## config.mk

```make
export PLATFORM = sky130hd
export DESIGN_NAME = l2_bias_accum
export DESIGN_NICKNAME = d
export VERILOG_FILES = /design/src/rtl/l2_bias_accum.sv
export SDC_FILE = /design/constraint.sdc
export NUM_CORES = 1
export LEC_CHECK = 0
export BUFFER_PORTS_ARGS = -buffer_cell sky130_fd_sc_hd__buf_2
export CORE_MARGIN = 1.5
export CORE_UTILIZATION = 40
export DETAILED_ROUTE_END_ITERATION = 10
export PLACE_DENSITY = 0.6
export SYNTH_ARGS = -nofsm -noshare
export SYNTH_HDL_FRONTEND = slang
export SYNTH_SLANG_ARGS = --single-unit
```

## constraint.sdc

```tcl
create_clock -name clk -period 3.4 [get_ports clk]
set_input_delay 0.68 -clock clk [delete_from_list [all_inputs] [get_ports clk]]
set_output_delay 0.68 -clock clk [all_outputs]
set_load 0.01 [all_outputs]
```

## src/rtl/l2_bias_accum.sv

```systemverilog
// Layer-2 output-neuron accumulator: sums N_IN signed products per channel, adds the
// scaled bias, then applies ReLU, a right shift and saturation to produce 4 activations.
module l2_bias_accum #(
  parameter int N_IN       = 16,
  parameter int PROD_W     = 18,
  parameter int ACC_W      = 24,
  parameter int BIAS_SHIFT = 4,
  parameter int OUT_SHIFT  = 2,
  parameter int OUT_W      = 8
) (
  input  logic              clk,
  input  logic              rst_n,
  input  logic              start,
  input  logic              in_valid,
  input  logic [PROD_W-1:0] in_data_0,
  input  logic [PROD_W-1:0] in_data_1,
  input  logic [PROD_W-1:0] in_data_2,
  input  logic [PROD_W-1:0] in_data_3,
  input  logic [8:0]        bias_0,
  input  logic [8:0]        bias_1,
  input  logic [8:0]        bias_2,
  input  logic [8:0]        bias_3,
  output logic              busy,
  output logic              out_valid,
  output logic [OUT_W-1:0]  dout_0,
  output logic [OUT_W-1:0]  dout_1,
  output logic [OUT_W-1:0]  dout_2,
  output logic [OUT_W-1:0]  dout_3
);

  localparam int NCH   = 4;
  localparam int CNT_W = (N_IN > 1) ? $clog2(N_IN) : 1;

  typedef enum logic [1:0] {ST_IDLE, ST_ACCUM, ST_BIAS, ST_OUT} state_t;

  state_t             state_q, state_d;
  logic [CNT_W-1:0]   count_q, count_d;
  logic [ACC_W-1:0]   acc_q [NCH];
  logic [ACC_W-1:0]   acc_d [NCH];
  logic [OUT_W-1:0]   dout_q [NCH];
  logic [OUT_W-1:0]   dout_d [NCH];
  logic               out_valid_q, out_valid_d;

  logic [PROD_W-1:0]  in_data [NCH];
  logic [8:0]         bias    [NCH];
  logic [ACC_W-1:0]   shifted [NCH];

  assign in_data[0] = in_data_0;
  assign in_data[1] = in_data_1;
  assign in_data[2] = in_data_2;
  assign in_data[3] = in_data_3;
  assign bias[0]    = bias_0;
  assign bias[1]    = bias_1;
  assign bias[2]    = bias_2;
  assign bias[3]    = bias_3;

  always_comb begin
    state_d     = state_q;
    count_d     = count_q;
    out_valid_d = 1'b0;
    for (int unsigned i = 0; i < NCH; i++) begin
      acc_d[i]   = acc_q[i];
      dout_d[i]  = dout_q[i];
      shifted[i] = acc_q[i] >> OUT_SHIFT;
    end

    unique case (state_q)
      ST_IDLE: begin
        if (start) begin
          count_d = '0;
          for (int unsigned i = 0; i < NCH; i++) acc_d[i] = '0;
          state_d = ST_ACCUM;
        end
      end
      ST_ACCUM: begin
        if (in_valid) begin
          for (int unsigned i = 0; i < NCH; i++)
            acc_d[i] = acc_q[i] + {{(ACC_W-PROD_W){in_data[i][PROD_W-1]}}, in_data[i]};
          count_d = count_q + CNT_W'(1);
          if (count_q == CNT_W'(N_IN - 1)) state_d = ST_BIAS;
        end
      end
      ST_BIAS: begin
        for (int unsigned i = 0; i < NCH; i++)
          acc_d[i] = acc_q[i] + ({{(ACC_W-9){bias[i][8]}}, bias[i]} << BIAS_SHIFT);
        state_d = ST_OUT;
      end
      ST_OUT: begin
        // Negative sums clamp to zero; anything above OUT_W bits after the shift saturates.
        for (int unsigned i = 0; i < NCH; i++) begin
          if (acc_q[i][ACC_W-1])
            dout_d[i] = '0;
          else if (shifted[i][ACC_W-1:OUT_W] != '0)
            dout_d[i] = '1;
          else
            dout_d[i] = shifted[i][OUT_W-1:0];
        end
        out_valid_d = 1'b1;
        state_d     = ST_IDLE;
      end
      default: state_d = ST_IDLE;
    endcase
  end

  always_ff @(posedge clk or negedge rst_n) begin
    if (!rst_n) begin
      state_q     <= ST_IDLE;
      count_q     <= '0;
      out_valid_q <= 1'b0;
      for (int unsigned i = 0; i < NCH; i++) begin
        acc_q[i]  <= '0;
        dout_q[i] <= '0;
      end
    end else begin
      state_q     <= state_d;
      count_q     <= count_d;
      out_valid_q <= out_valid_d;
      for (int unsigned i = 0; i < NCH; i++) begin
        acc_q[i]  <= acc_d[i];
        dout_q[i] <= dout_d[i];
      end
    end
  end

  assign busy      = (state_q != ST_IDLE);
  assign out_valid = out_valid_q;
  assign dout_0    = dout_q[0];
  assign dout_1    = dout_q[1];
  assign dout_2    = dout_q[2];
  assign dout_3    = dout_q[3];

endmodule
```

Yosys cells after proc, flatten, opt, wreduce, memory -nomap -nowiden:

Cells that the tools add are included.

* register bits: 135
* word-level logic and storage cells: 57
* output and inout port bits: 34

* multiplexer cells: 19
* reduce and logical (&&, ||, !) cells: 11
* eq/ne operators: 7
* add/sub/neg operators: 9

Operators by type and width (count)
* $pmux W96 S3: 1
* $add A24 B24 Y24: 8
* $mux W96: 2
* $mux W8: 8
* $reduce_bool A16 Y1: 4
* $reduce_and A3 Y1: 3
* $mux W4: 2
* $pmux W2 S4: 1
* $pmux W4 S2: 1
* $mux W2: 3
* $ne A2 B2 Y1 const B: 3
* $add A4 B1 Y4 const B: 1
* $eq A2 B2 Y1 const B: 2
* $eq A4 B4 Y1 const B: 1
* $reduce_bool A2 Y1: 2
* $reduce_bool A3 Y1: 1
* $eq A2 B1 Y1 const B: 1
* $logic_not A2 Y1: 1
* $mux W1: 1

Depth between registers and ports, before layout:

Gate-level depths: netlist of run 1.

* depth after elaboration: 4
* mapped depth: 13
* gate-level depth less buffers: 13

Worst setup path before layout of run 1:

Ideal clock, no wire load.

* path kind: input to register
* start point: in bias_0[0]
* end point: reg acc_q[94] (netlist bit)
* arrival time: 3.112 ns
* setup slack: 0.151 ns
* stages on the path: 12
* setup time: 0.138 ns
* path buffers: 0
* cells stage by stage: ha_1 fa_1 a21o_1 a21oi_2 o21bai_1 o41ai_2 o21ai_1 a21bo_1 a21o_1 a311oi_1 xor2_1 o211ai_1

* word-level cells in the longest chain between the ends: 2

RTL lines
* start: declaration: line 19 `input logic [8:0] bias_0,`
* $add A24 B24 Y24: line 85 `acc_d[i] = acc_q[i] + ({{(ACC_W-9){bias[i][8]}}, bias[i]} << BIAS_SHIFT);`
* $pmux W96 S3: line 67 `unique case (state_q)`
* end signal: indexed assignment: line 119 `acc_q[i] <= acc_d[i];`
* end: declaration: line 38 `logic [ACC_W-1:0] acc_q [NCH];`

No other way between the ends.
A chain may end at the register's enable or synchronous reset.

Worst setup path after layout of run 1:

* start point: reg acc_q[72] (netlist bit)
* end point: reg acc_q[94] (netlist bit)

* word-level cells in the longest chain between the ends: 3

RTL lines
* $add A24 B24 Y24: line 78 `acc_d[i] = acc_q[i] + {{(ACC_W-PROD_W){in_data[i][PROD_W-1]}}, in_data[i]};`
* $mux W96: line 76 `if (in_valid) begin`
* $pmux W96 S3 *: line 67

Every way passes the cells marked *; elsewhere a longest branch is shown, timed or not. The select of a mux whose other input is x is not followed.

==> flow_metrics.tcl, run 1 <==
set metrics [dict create \
    grt_max_degree 73 \
    syn_area_sq_um 13600 \
    routedWlPerCell_microns 17.4 \
    worstHoldPathType "in -> async" \
    fin_nets 2114 \
    synthArstFlopShare 1.00 \
    crit_type "reg -> reg" \
    m1WireLength_mm 20.2 \
    leakage_nw 7.65 \
    cts_root_buffer "clkbuf_16" \
    drc 0 \
    rsz0062_at_grt "false" \
    status "complete, no violations" \
    stdcell_count 2285 \
    avgSynthCellArea_sq_um 8.35 \
    yosysUniqueCellTypes 71 \
    ios 146 \
    die_x_microns 187 \
    r2r-start "acc_q[72]" \
    grt_pass1_vias 12300 \
    overflow 0 \
    clkSlewWorstSetupHoldPaths_ns 0.07 \
    place_congestion 0.911 \
    worstPathArrival_ns 3.50 \
    tns_ns 0 \
    synth_ff_type "dfrtp_1" \
    coreArea_sq_um 33400 \
    stdcell_area_sq_um 15900 \
    die_h_microns 187 \
    crit_required_ns 3.71 \
    finalWirelength_mm 39.8 \
    critPathLaunch "acc_q[72]" \
    postCtsSetupBuffers 0 \
    ys_ff_latch 135 \
    numCtsBuffers 17 \
    syn_to_final_growth_pct 17.2 \
    wl_met3_mm 1.66 \
    vias_per_cell 5.62 \
    ctsHoldBuffers 0 \
    cellPowerDensity_nw_per_um2 752 \
    drtIter0Drc 813 \
    antenna_found_initial 5 \
    ff2ff_path_depth 12 \
    track_usage 0.229 \
    worst-path-max-fanout 3 \
    met2WireLength_mm 17.5 \
    setup_violations 0 \
    synthCells 1624 \
    start_util 0.405 \
    internal_power_w 0.00630 \
    r2r_end "acc_q[94]" \
    yosysWarnings 0 \
    drtPass1Iterations 5 \
    slew_viol_final 0 \
    crit_path_end "acc_q[94]" \
    synth_edf_count 0 \
    dieArea_sq_um 35000 \
    cts_max_path_buffers 2 \
    grt_pass1_wl_mm 64.9 \
    drive_above_1_share 0.174 \
    critPathLaunchType "flip-flop" \
    cts-resized-gates 0 \
    reg2reg_slack_ns 0.21 \
    place.port_buffers 145 \
    power_frac_comb 0.627 \
    worst_slew_pin_slew_ns 0.691 \
    placed_cells 2249 \
    period_minus_slack_ns 3.19 \
    ys_seq_area_frac 0.249 \
    hpwlAfterDp_mm 30.3 \
    p_seq_frac 0.219 \
    cts_tree "yes" \
    vdd_ir_drop_max_mv 0.481 \
    clkPwrFrac 0.154 \
    period_share 0.939 \
    vias 12800 \
    syn_nets 1918 \
    clock-sinks 135 \
    critPathCaptureType "flip-flop" \
    h-tree-depth 4 \
    rows 67 \
    relSlewSlack 0.540 \
    cap_viol_max_count 0 \
    skew_ns 0.0125 \
    fmax_ghz 0.313 \
    detail-route-antenna-nets 0 \
    hold_viol 0 \
    highest_layer "met5" \
    clkLatencyLatePin_ns 0.43 \
    p_sw_w 0.00565 \
    post_dp_cell_area_sq_um 15300 \
    p_sw_frac 0.473 \
]
-- layer usage --
metal | vias to the layer above | GRT usage
met1 | 6072 | 0.334
met4 | 4 | 0.0496
met2 | 279 | 0.359
li1 | 6445 | -
met5 | - | 0
met3 | 35 | 0.0302
-- cell type report --
type | count | area [sq um]
Timing Repair Buffer | 232 | 1390
Antenna cell | 4 | 10.0
Multi-Input combinational cell | 1400 | 9870
Clock buffer | 17 | 425
Sequential cell | 135 | 3380
Tap cell | 448 | 561
Clock inverter | 15 | 141
Inverter | 34 | 128
Fill cell | 3281 | 17600
-- synth_stat cells, drive strengths merged, types with 50 or more instances --
master / n / area share
a21oi: 132 / 0.050
nor2: 162 / 0.045
ha: 174 / 0.16
xor2: 51 / 0.033
xnor2: 84 / 0.054
dfrtp: 135 / 0.25
a21o: 72 / 0.040
clkbuf: 53 / 0.015
o21ai: 140 / 0.052
a22oi: 50 / 0.028
nand2: 137 / 0.038
-- cells by family (layout without fill, tap and decap cells) --
kind of cell | after synthesis | count (layout) | synth area share
other | 0 | 4 | 0
multiplexers | 38 | 38 | 0.0311
AND/OR/NAND/NOR | 492 | 492 | 0.169
XOR/XNOR | 135 | 135 | 0.0872
AO/OA/AOI/OAI | 553 | 553 | 0.267
flip-flops | 135 | 135 | 0.249
adder cells (fa/ha/maj) | 182 | 182 | 0.172
buffers and inverters | 89 | 298 | 0.0247
-- state kept, by name, indices dropped and copies added (netlist names) --
register and count:
dout_0 8, dout_2 8, state_q 2, dout_1 8, acc_q 96, dout_3 8, out_valid 1, count_q 4
-- power by group through the flow --
stage | registers [W] | logic [W] | clock network [W]
2_1_floorplan | 0.00255 | 0.00525 | 0
3_3_place_gp | 0.00264 | 0.00733 | 0
3_5_place_dp | 0.00264 | 0.00743 | 0
4_1_cts | 0.00261 | 0.00747 | 0.00189
5_1_grt | 0.00269 | 0.00836 | 0.00196
6_report | 0.00262 | 0.00749 | 0.00184
-- stage by stage --
step / total power (W) / util / hold slack (ns) / setup slack (ns)
floorplan: 0.00781 / - / 0.384 / 0.151
global placement: 0.00996 / 0.458 / 0.467 / -0.110
detailed placement: 0.0101 / 0.458 / 0.484 / -0.141
CTS: 0.0120 / 0.475 / 0.294 / 0.256
global route: 0.0130 / 0.475 / 0.316 / 0.0238
finish: 0.0119 / 0.475 / 0.270 / 0.209
-- cell usage in the layout (no fill, tap or decap), types with 50 or more instances in the layout --
cell type and n:
dfrtp_1 135, buf_2 144, a22oi_1 50, a21o_1 72
o21ai_0 133, ha_1 171, xnor2_1 84, nor2_1 162
xor2_1 51, a21oi_1 127, nand2_1 137, buf_4 87
-- worst min-delay path by stage --
| stage | to | slack, ns | cells after the start |
|---|---|---|---|
| 6_report | dout_2[1] | 0.27 | 1 |
| 4_1_cts | acc_q[24] | 0.29 | 1 |
| 2_1_floorplan | acc_q[0] | 0.38 | 0 |
| 5_1_grt | acc_q[30] | 0.32 | 1 |
| 3_3_place_gp | acc_q[24] | 0.47 | 2 |
| 3_5_place_dp | acc_q[48] | 0.48 | 2 |
-- worst max-delay path, cell delays in order (launching register included) --
cell and delay, ns:
dfrtp_1 0.38, ha_1 0.22, fa_1 0.41, a21o_1 0.18, a21oi_1 0.19, o21ai_0 0.17
a211oi_1 0.40, o31ai_1 0.16, a41oi_1 0.32, a21oi_1 0.15, a21oi_1 0.19, mux2i_1 0.20
o211ai_1 0.10
No activity file was read; power rests on OpenSTA's default activity.
==> inputs of run 2 (changes only) <==
CORE_UTILIZATION = 48   (was 40)
PLACE_DENSITY = 0.69   (was 0.6)
==> flow_metrics.tcl, run 2 (same netlist as run 1, synthesis figures left out) <==
set metrics [dict create \
    status "complete, no violations" \
    place.port_buffers 145 \
    die_h_microns 171 \
    cts_tree "yes" \
    tns_ns 0 \
    internal_power_w 0.00629 \
    h-tree-depth 4 \
    post_dp_cell_area_sq_um 15100 \
    critPathLaunchType "flip-flop" \
    cap_viol_max_count 0 \
    worstHoldPathType "in -> async" \
    skew_ns 0.0115 \
    routedWlPerCell_microns 17.5 \
    track_usage 0.270 \
    crit_required_ns 3.71 \
    period_share 0.932 \
    cellPowerDensity_nw_per_um2 755 \
    clkLatencyLatePin_ns 0.43 \
    period_minus_slack_ns 3.17 \
    numCtsBuffers 17 \
    cts_max_path_buffers 2 \
    p_sw_w 0.00559 \
    detail-route-antenna-nets 0 \
    drive_above_1_share 0.168 \
    worst-path-max-fanout 4 \
    clkPwrFrac 0.156 \
    largest-register "acc_q" \
    vias_per_cell 5.83 \
    vias 12900 \
    fmax_ghz 0.315 \
    antenna_found_initial 9 \
    drtIter0Drc 933 \
    hold_ws_ns 0.175 \
    relSlewSlack 0.422 \
    die_x_microns 171 \
    clock-sinks 135 \
    vdd_ir_drop_max_mv 0.526 \
    p_seq_frac 0.218 \
    rows 61 \
    critPathCaptureType "flip-flop" \
    stdcell_area_sq_um 15700 \
    hpwlAfterDp_mm 28.7 \
    fin_nets 2101 \
    dieArea_sq_um 29300 \
    worst_slew_pin_slew_ns 0.864 \
    grt_pass1_vias 12300 \
    hold_viol 0 \
    clkSlewWorstSetupHoldPaths_ns 0.07 \
    slew_viol_final 0 \
    drc 0 \
    setup_slack_ns 0.230 \
    drtPass1Iterations 7 \
    final_common_cell "ha_1" \
    cts_root_buffer "clkbuf_16" \
    pre_cts_ws_ns -0.146 \
    leakage_nw 7.59 \
    crit_type "reg -> reg" \
    rsz0062_at_grt "false" \
    p_sw_frac 0.471 \
    ios 146 \
    grt_max_degree 61 \
    postCtsSetupBuffers 0 \
    setup_violations 0 \
    worstPathArrival_ns 3.48 \
    finalWirelength_mm 38.5 \
    overflow 0 \
    utilization 0.567 \
    largest_reg_flops 96 \
    start_util 0.488 \
    layout_common_cells "ha_1 (171), nor2_1 (162), buf_2 (144)" \
    power_frac_comb 0.625 \
    coreArea_sq_um 27800 \
    grt_pass1_wl_mm 63.0 \
    syn_to_final_growth_pct 16.1 \
    place_congestion 0.919 \
]
==> run 2: worst max-delay path, stage by stage, from the launching register on <==
cell and delay, ns:
dfrtp_1 0.42, ha_1 0.23, fa_1 0.41, a21o_1 0.19, a21oi_2 0.17, o21bai_1 0.13
o41ai_2 0.27, o21ai_1 0.22, a21bo_1 0.23, a21o_1 0.20, a311oi_1 0.32, xor2_1 0.18
o211ai_1 0.09
==> run 2: area by class of cell <==
class / instances / area, sq um
clock buffer: 19 / 453
timing repair buffer: 219 / 1300
clock inverter: 12 / 119
sequential: 135 / 3380
fill: 2600 / 12000
tap: 378 / 473
antenna: 10 / 25.0
inverter: 34 / 128
multi-input combinational: 1400 / 9870
==> run 2: power by group through the flow <==
stage	Combinational [W]	Sequential, W	Clock [W]
2_1_floorplan	0.00525	0.00255	0
3_3_place_gp	0.00717	0.00260	0
3_5_place_dp	0.00733	0.00261	0
4_1_cts	0.00738	0.00259	0.00188
5_1_grt	0.00829	0.00266	0.00195
6_report	0.00743	0.00259	0.00186
==> run 2: repair_timing <==
item	in CTS	in global routing
setup endpoints to repair	0	1
gates resized for setup	0	1
hold buffers	0	0
endpoints found under the hold margin	0	0
==> run 2: routing by layer <==
metal	wire, microns	GRT usage
met5	0	0
met1	18700	0.383
met2	17000	0.422
met3	2020	0.0326
met4	803	0.0934
==> run 2: path summary, 6_finish.rpt <==
| path | from | to | slack, ns | cells past startpoint |
|---|---|---|---|---|
| max in group asynchronous | rst_n | acc_q[88] | 2.33 | 2 |
| worst min-delay path | rst_n | dout_2[0] | 0.17 | 1 |
| worst max register to register | acc_q[76] | acc_q[94] | 0.23 | 12 |
| worst max-delay path | acc_q[76] | acc_q[94] | 0.23 | 12 |
| worst min register to register | acc_q[24] | acc_q[24] | 0.49 | 2 |
| min in group clk | acc_q[24] | acc_q[24] | 0.49 | 2 |
==> run 2: through the flow <==
step | power [W] | cells
detailed placement | 0.00995 | 2166
global route | 0.0129 | 2205
finish | 0.0119 | 2207
floorplan | 0.00781 | 1624
CTS | 0.0119 | 2197
global placement | 0.00977 | 2166
